===== src/rtl/bsg_activation_share_ctrl.sv =====
// Round-robin arbiter that time-shares one non-pipelined activation unit among
// els_p requesters: accept one argument, issue it, capture the result, return it.
module bsg_activation_share_ctrl #(
  parameter int els_p       = 4,
  parameter int ang_width_p = 21,
  parameter int ans_width_p = 32
) (
  input  logic                         clk_i,
  input  logic                         reset_i,
  input  logic [els_p-1:0]             v_i,
  input  logic [els_p*ang_width_p-1:0] ang_i,
  output logic [els_p-1:0]             ready_o,
  output logic [els_p-1:0]             v_o,
  output logic [ans_width_p-1:0]       data_o,
  input  logic [els_p-1:0]             yumi_i,
  output logic                         unit_v_o,
  output logic [ang_width_p-1:0]       unit_ang_o,
  input  logic                         unit_ready_i,
  input  logic                         unit_v_i,
  input  logic [ans_width_p-1:0]       unit_data_i,
  output logic                         unit_yumi_o,
  output logic                         busy_o
);

  localparam int lg_els_lp = (els_p > 1) ? $clog2(els_p) : 1;

  typedef enum logic [1:0] {
    eIDLE   = 2'd0,
    eISSUE  = 2'd1,
    eWAIT   = 2'd2,
    eRETURN = 2'd3
  } state_e;

  state_e                 state_r;
  logic [lg_els_lp-1:0]   rr_ptr_r;
  logic [lg_els_lp-1:0]   owner_r;
  logic [ang_width_p-1:0] ang_r;
  logic [ans_width_p-1:0] data_r;

  logic [lg_els_lp-1:0]   grant_s;
  logic                   grant_v_s;
  logic [lg_els_lp-1:0]   idx_s;
  int                     idx_int_s;
  logic [lg_els_lp-1:0]   next_ptr_s;
  logic [ang_width_p-1:0] ang_arr_s [els_p];

  for (genvar gk = 0; gk < els_p; gk++) begin : g_unpack
    assign ang_arr_s[gk] = ang_i[gk*ang_width_p +: ang_width_p];
  end

  // Round-robin search; walk farthest-first so the requester nearest rr_ptr wins
  always_comb begin
    grant_s   = '0;
    grant_v_s = 1'b0;
    idx_int_s = 0;
    idx_s     = '0;
    for (int i = els_p - 1; i >= 0; i--) begin
      idx_int_s = (int'(rr_ptr_r) + i) % els_p;
      idx_s     = idx_int_s[lg_els_lp-1:0];
      grant_v_s = grant_v_s | v_i[idx_s];
      grant_s   = v_i[idx_s] ? idx_s : grant_s;
    end
  end

  // Per-requester strobes decoded from the current state and grant/owner index
  always_comb begin
    ready_o = '0;
    v_o     = '0;
    for (int k = 0; k < els_p; k++) begin
      ready_o[k] = (state_r == eIDLE) && grant_v_s && (grant_s == lg_els_lp'(k));
      v_o[k]     = (state_r == eRETURN) && (owner_r == lg_els_lp'(k));
    end
  end

  assign next_ptr_s  = (owner_r == lg_els_lp'(els_p - 1)) ? lg_els_lp'(0)
                                                           : owner_r + lg_els_lp'(1);
  assign unit_v_o    = (state_r == eISSUE);
  assign unit_ang_o  = ang_r;
  // A result strobe outside eWAIT is a protocol error and is never acknowledged
  assign unit_yumi_o = (state_r == eWAIT) && unit_v_i;
  assign data_o      = data_r;
  assign busy_o      = (state_r != eIDLE);

  // Sequencing of one operation at a time plus ownership and payload capture
  always_ff @(posedge clk_i) begin
    if (reset_i) begin
      state_r  <= eIDLE;
      rr_ptr_r <= '0;
      owner_r  <= '0;
      ang_r    <= '0;
      data_r   <= '0;
    end else begin
      case (state_r)
        eIDLE: begin
          if (grant_v_s) begin
            ang_r   <= ang_arr_s[grant_s];
            owner_r <= grant_s;
            state_r <= eISSUE;
          end
        end
        eISSUE: begin
          if (unit_ready_i) begin
            state_r <= eWAIT;
          end
        end
        eWAIT: begin
          if (unit_v_i) begin
            data_r  <= unit_data_i;
            state_r <= eRETURN;
          end
        end
        eRETURN: begin
          if (yumi_i[owner_r]) begin
            rr_ptr_r <= next_ptr_s;
            state_r  <= eIDLE;
          end
        end
        default: begin
          state_r <= eIDLE;
        end
      endcase
    end
  end

endmodule


===== config.mk =====
export PLATFORM = sky130hd
export DESIGN_NAME = bsg_activation_share_ctrl
export DESIGN_NICKNAME = d
export VERILOG_FILES = /design/src/rtl/bsg_activation_share_ctrl.sv
export SDC_FILE = /design/constraint.sdc
export NUM_CORES = 1
export LEC_CHECK = 0
export BUFFER_PORTS_ARGS = -buffer_cell sky130_fd_sc_hd__buf_2
export CORE_ASPECT_RATIO = 0.8
export CORE_MARGIN = 2
export CORE_UTILIZATION = 34
export DETAILED_ROUTE_END_ITERATION = 10
export MAX_ROUTING_LAYER = met4
export PLACE_DENSITY_LB_ADDON = 0.08
export SYNTH_ARGS = -nofsm -noshare
export SYNTH_HDL_FRONTEND = slang
export SYNTH_SLANG_ARGS = --single-unit

===== constraint.sdc =====
create_clock -name clk_i -period 2.9 [get_ports clk_i]
set_input_delay 0.145 -clock clk_i [delete_from_list [all_inputs] [get_ports clk_i]]
set_output_delay 0.145 -clock clk_i [all_outputs]
set_load 0.005 [all_outputs]

==> impl_results.md <==
* Status: complete, no violations
* WP data required at 3.12 ns
* Area Overhead vs Synth at 42.59%
* Clock transition at path regs at around 0.07 ns
* Hold Fails Final Rpt at 0
* Total CTS buffers at 9
* Clock Tree Buf Depth at 2
* Skew-Pair Late Insertion Delay at 0.34 ns
* Hold crit path type: in2reg
* Main flop type after synthesis: dfxtp_1
* Post-synth EDFFs at 0
* CTS tree: done
* Pwr Density at around 650 nW/um^2
* Pwr Total at 2.741 mW
* Cells after Synth at 329
* Area of the core at 8483 um^2
* Ports at around 190
* Initial DRC count at 80
* Syn avg cell area at 9.036 um^2
* Post-CTS sizing at 0
* Routed WL at 8741 um
* Period minus WS final at 2.325 ns
* Max Slew Vio Count at 0
* Async SR Flop Fraction at 0
* Max FO, Critical Path at 40
* ANT nets after route at 0
* Routed length per instance at 13.79 um
* Cell area after placement at 4025 um^2
* Postcts setup bufs at 0
* TNS Setup at 0 ns
* Distinct cells, synth at 36
* Via-to-Cell Ratio at 4.705
* Routed via count at just under 3,000
* Final net count at 654
* Hold-fix buffers, CTS at 0
* Worst Path Arrival at 2.54 ns
* Fmax at between 400 and 500 MHz
* Non-filler cells, final at 634
* Mapped Area at 2973 um^2
* First-pass iteration count of the detailed router at 4
* Initial antenna violation count at 0
* CP startpoint kind: flip-flop
* H-tree depth at 3
* Fin Clk Skew at between 0.007 and 0.008 ns
* Synthesized Nets at 466
* Residual DRC count at 0
* Register area share after synthesis at 0.3973
* All-Layer GR Usage at 0.1930
* MaxCap Viol Count at 0
* Die Ht at slightly below 90 um
* Fill cells at about 850
* Relative slew slack at 0.4014
* RSZ-0062 raised after global routing: no
* Worst-Margin Slew at between 0.8 and 0.9 ns
* Die area at around 9500 um^2
* Antenna diodes at 0
* Layout cells sized above 1 at 0.4598
* Design area at approximately 4200 um^2
* First-pass GRT wire length at between 10,000 and 15,000 um
* Port bufs at 191
* Clock root buffer: clkbuf_8
* Kind of critical path: reg2reg
* CTS Sinks at 59
* Leak pwr at 2.053 nW
* # rows at 30
* Die Wd at 108.5 um
* GPL Wtd Cong at 0.8243
* Final Cycle Share at 0.8019
* Yosys reg bits at between 50 and 60
* Starting Density at 0.3504
* Vias in the first global route at between 2,000 and 3,000
* Placed Cells at ~620
* Largest net degree at the start of global routing at 42
* Layout Utilization at 0.4997
* Crit path capture type: flip-flop
* Setup Viol. Count Final at 0
* Overflow after GRT at 0
* Yosys warning total at 0
* Post-DP HPWL at about 6400 um
* VDD IR max at approximately 0.34 mV
==> power by group <==
part           switching [mW]  total [mW]  internal [mW]
clock                   0.330       0.798          0.468
combinational           0.460       0.905          0.446
sequential             0.0771        1.04          0.961
total                   0.867        2.74           1.87
==> sequential cells by signal, summed over array words and instances (netlist names) <==
name and count:
data_o 32, owner_r 2, rr_ptr_r 2, state_r 2, unit_ang_o 21
==> per-stage QoR <==
stage          hold WS (ns)  setup slack (ns)
2_1_floorplan        0.2810            0.8510
3_3_place_gp         0.3842            0.6470
3_5_place_dp         0.3919            0.5847
4_1_cts            0.003557            0.5694
5_1_grt             0.01829            0.4775
6_report            0.03780            0.5745
==> area by class of cell <==
| class | instances | area [um^2] | share of cell area |
|---|---|---|---|
| sequential | 59 | 1181 | 0.2786 |
| multi-input combinational | 238 | 1642 | 0.3872 |
| timing repair buffer | 198 | 1021 | 0.2408 |
| clock inverter | 3 | 45.04 | 0.01063 |
| tap | 112 | 140.1 | 0.03306 |
| inverter | 11 | 41.29 | 0.009740 |
| clock buffer | 13 | 168.9 | 0.03985 |
==> cell families (layout without fill, tap and decap cells) <==
family / Yosys count / after routing / synth area share
AOI/OAI and AO/OA: 66 / 66 / 0.1578
adders and majority gates: 9 / 9 / 0.03788
buffers and inverters: 32 / 225 / 0.05050
DFF: 59 / 59 / 0.3973
muxes: 44 / 44 / 0.1730
and+or+nand+nor: 119 / 119 / 0.1835
==> path summary, 6_finish.rpt <==
check                                     start             end  slack [ns]  depth (start not counted)
worst max-delay path                rr_ptr_r[0]  unit_ang_o[16]        0.57                          6
worst min-delay path            unit_data_i[14]      data_o[14]        0.04                          3
worst max register to register      rr_ptr_r[0]  unit_ang_o[16]        0.57                          6
worst min register to register       data_o[31]      data_o[31]        0.45                          2
==> critical path, cell delays in order, from the launching register on <==
cell and delay (ns):
dfxtp_1 0.34, and2b_1 0.22, a2111oi_2 0.37, or2_2 0.29, buf_12 0.26, mux2_2 0.37, a221o_1 0.35
==> cell usage in the layout (no fill, tap or decap), types with 9 or more instances in the layout <==
cell type  Yosys  routed
a21oi_1       35      35
a221o_1       20      20
and2_1        24      24
buf_2          3     191
clkbuf_8       0      12
dfxtp_1       59      59
ha_1           9       9
inv_1         11      11
mux2_1        17      17
mux2_2        20      20
nand2_1       70      70
nor2_1        11      11
==> per-layer routing <==
layer,part of all wire,global-route usage,vias up
li1,-,-,1518
met1,0.43,0.2225,1340
met2,0.47,0.3085,113
met3,0.085,0.07143,12
met4,0.017,0.06993,0
met5,0,-,-
==> cell usage after synthesis, drive strengths merged (2+ instances only) <==
cell type  number  area share
nor3b           3      0.0076
mux2i           3       0.010
nor3            2      0.0034
or2             2      0.0042
nor4            2      0.0042
nor2           11       0.014
a221o          20       0.067
a21oi          35       0.059
and2           24       0.051
ha              9       0.038
and2b           2      0.0050
o21ai           2      0.0034
inv            11       0.014
a211oi          2      0.0050
dfxtp          59        0.40
clkbuf          9       0.011
buf            12       0.025
mux2           40        0.16
nand2          70       0.088
No activity file was read; power rests on OpenSTA's default activity.
